==> src/rtl/siu_pkg.sv <==
// Shared types and constants for the sigmoid input unit (accumulate -> LUT address).
package siu_pkg;

  typedef enum logic [1:0] {
    ACC  = 2'd0,
    CONV = 2'd1,
    HOLD = 2'd2
  } state_e;

  localparam int unsigned LUT_AW = 9;
  localparam logic [LUT_AW-1:0] ADDR_MAX = 9'h1FF;

endpackage

==> src/rtl/sigmoid_addr_gen_sat_add.sv <==
// Combinational saturating signed add of a narrow product into the wide accumulator.
module sat_add #(
  parameter int unsigned ACC_W = 24,
  parameter int unsigned IN_W  = 16
) (
  input  logic signed [ACC_W-1:0] a_i,
  input  logic signed [IN_W-1:0]  b_i,
  output logic signed [ACC_W-1:0] sum_o,
  output logic                    clamp_o
);

  localparam int unsigned SW = ACC_W + 1;

  logic signed [SW-1:0] wide;

  // One guard bit: the top two bits disagree exactly when the true sum leaves the ACC_W range.
  always_comb begin
    wide    = SW'(a_i) + SW'(b_i);
    clamp_o = wide[SW-1] ^ wide[SW-2];
    if (clamp_o) begin
      sum_o = wide[SW-1] ? {1'b1, {(ACC_W-1){1'b0}}} : {1'b0, {(ACC_W-1){1'b1}}};
    end else begin
      sum_o = wide[ACC_W-1:0];
    end
  end

endmodule

==> src/rtl/sigmoid_addr_gen.sv <==
// Accumulates a neuron's product stream and emits the sigmoid LUT address, sign and overflow flag.
module sigmoid_addr_gen
  import siu_pkg::*;
#(
  parameter int unsigned IN_W       = 16,
  parameter int unsigned ACC_W      = 24,
  parameter int unsigned ADDR_SHIFT = 4
) (
  input  logic              clk,
  input  logic              rst_n,
  input  logic [IN_W-1:0]   s_data,
  input  logic              s_valid,
  input  logic              s_last,
  output logic              s_ready,
  output logic [LUT_AW-1:0] addr,
  output logic              sign,
  output logic              ovf,
  output logic              m_valid,
  input  logic              m_ready
);

  localparam logic [ACC_W-1:0] ACC_MIN = {1'b1, {(ACC_W-1){1'b0}}};
  localparam logic [ACC_W-1:0] ACC_MAX = {1'b0, {(ACC_W-1){1'b1}}};

  state_e                   state_q, state_d;
  logic signed [ACC_W-1:0]  acc_q, acc_d;
  logic                     sat_q, sat_d;
  logic [LUT_AW-1:0]        addr_q, addr_d;
  logic                     sign_q, sign_d;
  logic                     ovf_q, ovf_d;
  logic                     s_ready_q, s_ready_d;
  logic                     m_valid_q, m_valid_d;

  logic                     beat_c;
  logic signed [ACC_W-1:0]  sum_c;
  logic                     clamp_c;
  logic [ACC_W-1:0]         mag_c;
  logic [ACC_W-1:0]         mag_hi_c;
  logic                     mag_clamp_c;
  logic                     slice_ovf_c;

  assign beat_c = s_valid & s_ready_q;

  sat_add #(
    .ACC_W (ACC_W),
    .IN_W  (IN_W)
  ) u_sat_add (
    .a_i     (acc_q),
    .b_i     (s_data),
    .sum_o   (sum_c),
    .clamp_o (clamp_c)
  );

  // Magnitude of the sum; the most-negative value has no positive twin and is pinned to max.
  always_comb begin
    mag_clamp_c = (acc_q == ACC_MIN);
    if (mag_clamp_c) begin
      mag_c = ACC_MAX;
    end else if (acc_q[ACC_W-1]) begin
      mag_c = -acc_q;
    end else begin
      mag_c = acc_q;
    end
    mag_hi_c    = mag_c >> ADDR_SHIFT;
    slice_ovf_c = |mag_hi_c[ACC_W-1:LUT_AW];
  end

  always_comb begin
    state_d   = state_q;
    acc_d     = acc_q;
    sat_d     = sat_q;
    addr_d    = addr_q;
    sign_d    = sign_q;
    ovf_d     = ovf_q;
    m_valid_d = 1'b0;

    unique case (state_q)
      ACC: begin
        if (beat_c) begin
          acc_d = sum_c;
          sat_d = sat_q | clamp_c;
          if (s_last) begin
            state_d = CONV;
          end
        end
      end
      CONV: begin
        sign_d  = acc_q[ACC_W-1];
        sat_d   = sat_q | mag_clamp_c;
        ovf_d   = sat_q | mag_clamp_c | slice_ovf_c;
        addr_d  = (sat_q | mag_clamp_c | slice_ovf_c) ? ADDR_MAX : mag_hi_c[LUT_AW-1:0];
        state_d = HOLD;
      end
      HOLD: begin
        // m_valid lags entry into HOLD by one cycle, so m_ready only counts once it is visible.
        if (m_valid_q && m_ready) begin
          acc_d   = '0;
          sat_d   = 1'b0;
          state_d = ACC;
        end else begin
          m_valid_d = 1'b1;
        end
      end
      default: begin
        state_d = ACC;
      end
    endcase

    s_ready_d = (state_d == ACC);
  end

  always_ff @(posedge clk or negedge rst_n) begin
    if (!rst_n) begin
      state_q   <= ACC;
      acc_q     <= '0;
      sat_q     <= 1'b0;
      addr_q    <= '0;
      sign_q    <= 1'b0;
      ovf_q     <= 1'b0;
      s_ready_q <= 1'b0;
      m_valid_q <= 1'b0;
    end else begin
      state_q   <= state_d;
      acc_q     <= acc_d;
      sat_q     <= sat_d;
      addr_q    <= addr_d;
      sign_q    <= sign_d;
      ovf_q     <= ovf_d;
      s_ready_q <= s_ready_d;
      m_valid_q <= m_valid_d;
    end
  end

  assign s_ready = s_ready_q;
  assign addr    = addr_q;
  assign sign    = sign_q;
  assign ovf     = ovf_q;
  assign m_valid = m_valid_q;

endmodule

==> config.mk <==
export PLATFORM = sky130hd
export DESIGN_NAME = sigmoid_addr_gen
export DESIGN_NICKNAME = d
export VERILOG_FILES = /design/src/rtl/siu_pkg.sv /design/src/rtl/sigmoid_addr_gen_sat_add.sv /design/src/rtl/sigmoid_addr_gen.sv
export SDC_FILE = /design/constraint.sdc
export NUM_CORES = 1
export LEC_CHECK = 0
export BUFFER_PORTS_ARGS = -buffer_cell sky130_fd_sc_hd__buf_4
export CAP_MARGIN = 10
export CORE_ASPECT_RATIO = 0.8
export CORE_MARGIN = 2
export CORE_UTILIZATION = 40
export CTS_CLUSTER_DIAMETER = 50
export CTS_CLUSTER_SIZE = 10
export DETAILED_ROUTE_END_ITERATION = 10
export GPL_TIMING_DRIVEN = 0
export MAX_ROUTING_LAYER = met4
export PLACE_DENSITY = 0.54
export SYNTH_ARGS = -nofsm -noshare
export SYNTH_HDL_FRONTEND = slang
export SYNTH_SLANG_ARGS = --single-unit
==> constraint.sdc <==
create_clock -name clk -period 4.5 [get_ports clk]
set_clock_uncertainty 0.05 [all_clocks]
set_input_delay 0.675 -clock clk [delete_from_list [all_inputs] [get_ports clk]]
set_output_delay 0.675 -clock clk [all_outputs]
set_load 0.01 [all_outputs]
==> summary.txt <==
Power
  – Sequential Power Share: 25.6%
  – IR drop worst, VDD: 0.000225 V
  – P_sw: 1.28 mW
  – Pint: 1.33 mW
  – Clock share of power: 11.8%
  – Net Sw Frac: 49.2%
  – Static leakage: 1.66 nW
  – PD cells: 701 nW/um^2
  – Combinational share of power: 62.5%

Setup path
  – WS Path Type: in2reg
  – Crit Path Max Fanout: 10
  – Setup crit start: s_data[0]
  – Slowest Stage Delay on Critical Path: 0.44 ns
  – Crit path max-delay family: compound AO/OA/AOI/OAI gates
  – CP Launch Type: primary input
  – CP arrival: 3.80 ns
  – CP Cell Sequence: buf_4, ha_1, fa_1, a211oi_1, o211ai_1, nand4_1, nand4_1, a31oi_1, or3_1, clkbuf_1, clkbuf_1, nand2_1, a211oi_1
  – Crit path capture type: register
  – Reg2Reg Capture Point: sat_q
  – Crit-path slowest cell: fa_1
  – Worst r2r path cells: 12
  – Reg2Reg Setup Slack: 0.93 ns
  – R2R Path Start: acc_q[0]
  – Worst Path Required: 4.65 ns
  – CP Buf/Inv Count: 3

Die
  – Std cell rows: 29
  – Initial Utilization: 41.0%
  – Die Wd: 104 um
  – Chip Height: 84.3 um
  – Io pins: 34
  – Core footprint: 7870 um^2
  – Die Area: 8810 um^2

Yosys
  – Syn Inst Count: 384
  – Largest family of logic cells by synthesized area: compound AO/OA/AOI/OAI gates
  – Synth unique cells: 53
  – FFs w/ async S/R, synth: 100%
  – Syn nets: 434
  – Top_reg_cell synth: dfrtp_1
  – Post-synthesis simple-gate area fraction: 16.9%
  – Register area share after synthesis: 31.0%
  – Cell area after synthesis: 3230 um^2
  – Yosys warning total: 0
  – Synth Area in Compound Gates: 29.5%
  – Post-synthesis adder-cell area fraction: 11.5%
  – Synthesis-stage register bit count: 40
  – Number of enable flip-flop cells after synthesis: 0
  – Mean Syn Cell Area: 8.40 um^2
  – Xor/xnor cell area share of the yosys netlist: 7.06%
  – Multiplexer share of the synthesized area: 1.51%

Detailed routing
  – DRC: 0
  – DR WL/cell: 15.0 um
  – Drt first pass iters: 5
  – Routed Antenna Nets: 0
  – Initial DRC count: 121
  – Vias per cell: 5.46
  – Via Count: 2908
  – WL final: 7980 um

Final layout
  – Nets@finish: 474
  – Cell Count, Final, Fillers Out: 533
  – Most frequent cells in the layout: 44 x a21oi_1, 42 x nand2_1, 40 x dfrtp_1, 33 x nor2_1, 33 x buf_4
  – Commonest non-fill, non-tap cell in the layout: a21oi_1
  – Ant diodes: 0
  – P&R area growth vs syn: 15.4%
  – Layout cells sized above 1: 15.5%

STA
  – Final critical-path share of the clock period: 81.0%
  – Worst-Margin Slew: 0.528 ns
  – Fmax: 274 MHz
  – Hold Vio Cnt, Final: 0
  – Unrepaired setup endpoints after global routing: no
  – Setup TNS: 0 ns
  – Period minus WS final: 3.65 ns
  – Slew Limit Fails: 0
  – Setup Viol. Count Final: 0
  – Worst setup margin: 0.853 ns
  – Min Hold Slack: 0.302 ns
  – Rel. slew slack: 64.8%

GRT
  – Global Route Usage Sum: 19.5%
  – First-pass GRT wire length: 13800 um
  – Vias in the first global route: 2872
  – Initial antenna violation count: 0
  – Largest net degree at the start of global routing: 41
  – Total global routing overflow: 0

Clocking
  – Root Buffer: clkbuf_8
  – Sink Count: 40
  – Clock latency on the worst-skew pair: 0.30 ns
  – TritonCTS clock tree: yes
  – H-tree lvl count: 2
  – Post-CTS Setup Bufs: 0
  – CTS Buf Count: 5
  – Clock slew at reported path FFs: 0.09 ns
  – Clk buf depth: 2
  – Resize count post-CTS: 0
  – Hold buffers post-CTS: 0

Worst hold path
  – Hold Path Class: in2async

Run status
  – Status: complete, no violations

Placed design
  – IO buf count: 33
  – Gpl congestion: 0.829
  – Pre-CTS setup slack: 0.554 ns
  – DP HPWL: 6300 um
  – Placed insts: 525

Job
  – Max-cap violation count: 0
[worst max path at each step]
| stage | to | depth (start not counted) |
|---|---|---|
| 2_1_floorplan | sat_q | 12 |
| 3_3_place_gp | sat_q | 13 |
| 3_5_place_dp | sat_q | 13 |
| 4_1_cts | sat_q | 13 |
| 5_1_grt | sat_q | 13 |
| 6_report | sat_q | 13 |
[kinds of logic after synthesis]
kind of cell,after synthesis
DFF,40
and+or+nand+nor,113
xor gates and xnor gates,26
adders and majority gates,29
AOI/OAI and AO/OA,152
buffers and inverters,20
muxes,4
[layer usage]
| layer | GRT usage [%] | vias up | wire length, um |
|---|---|---|---|
| li1 | - | 1501 | - |
| met1 | 28.4 | 1341 | 4240 |
| met2 | 29.2 | 60 | 3350 |
| met3 | 2.87 | 6 | 321 |
| met4 | 3.56 | 0 | 72 |
| met5 | - | - | 0 |
[flip-flops by register name, indices dropped and copies added (netlist names)]
register  count
addr          9
sat_q         1
m_valid       1
sign          1
ovf           1
s_ready       1
state_q       2
acc_q        24
[cell type report]
| class | instances | area, um^2 |
|---|---|---|
| clock inverter | 3 | 46.3 |
| fill | 791 | 4150 |
| inverter | 7 | 26.3 |
| tap | 108 | 135 |
| clock buffer | 5 | 68.8 |
| timing repair buffer | 33 | 248 |
| sequential | 40 | 1000 |
| buffer | 13 | 56.3 |
| multi-input combinational | 324 | 2140 |
[synthesized netlist by cell type (3+ instances only)]
cell type	instances	area share [%]
o31ai_1	3	0.70
nand2b_1	3	0.58
or3_1	4	0.78
nor3_1	4	0.62
nand4_1	3	0.58
a31oi_1	4	0.78
a21oi_1	44	6.8
o21ai_1	12	1.9
a21oi_2	9	2.4
xor2_1	16	4.3
inv_1	7	0.81
a21o_1	10	2.3
a211oi_1	6	1.4
and3_1	5	0.97
a32oi_1	3	0.81
o211ai_1	5	1.2
nand2_1	42	4.9
dfrtp_1	40	31
ha_1	28	11
nand3_1	5	0.78
mux2_2	3	1.0
xnor2_1	10	2.7
o21ai_0	32	5.0
a21boi_0	4	0.93
clkbuf_1	12	1.4
nor2_1	33	3.8
[stage by stage]
stage / instance area (um^2) / utilization [%] / total power [mW]
2_1_floorplan: 3230 / - / 1.88
3_3_place_gp: 3610 / 45.8 / 2.29
3_5_place_dp: 3610 / 45.8 / 2.30
4_1_cts: 3720 / 47.3 / 2.62
5_1_grt: 3720 / 47.3 / 2.88
6_report: 3720 / 47.3 / 2.61
[power by group through the flow]
stage	clock network (mW)	registers (mW)	logic [mW]
3_3_place_gp	0	0.674	1.61
3_5_place_dp	0	0.676	1.62
6_report	0.309	0.669	1.63
2_1_floorplan	0	0.620	1.26
5_1_grt	0.333	0.693	1.85
4_1_cts	0.317	0.668	1.63
Note: power is estimated with default switching activity, not from simulation.
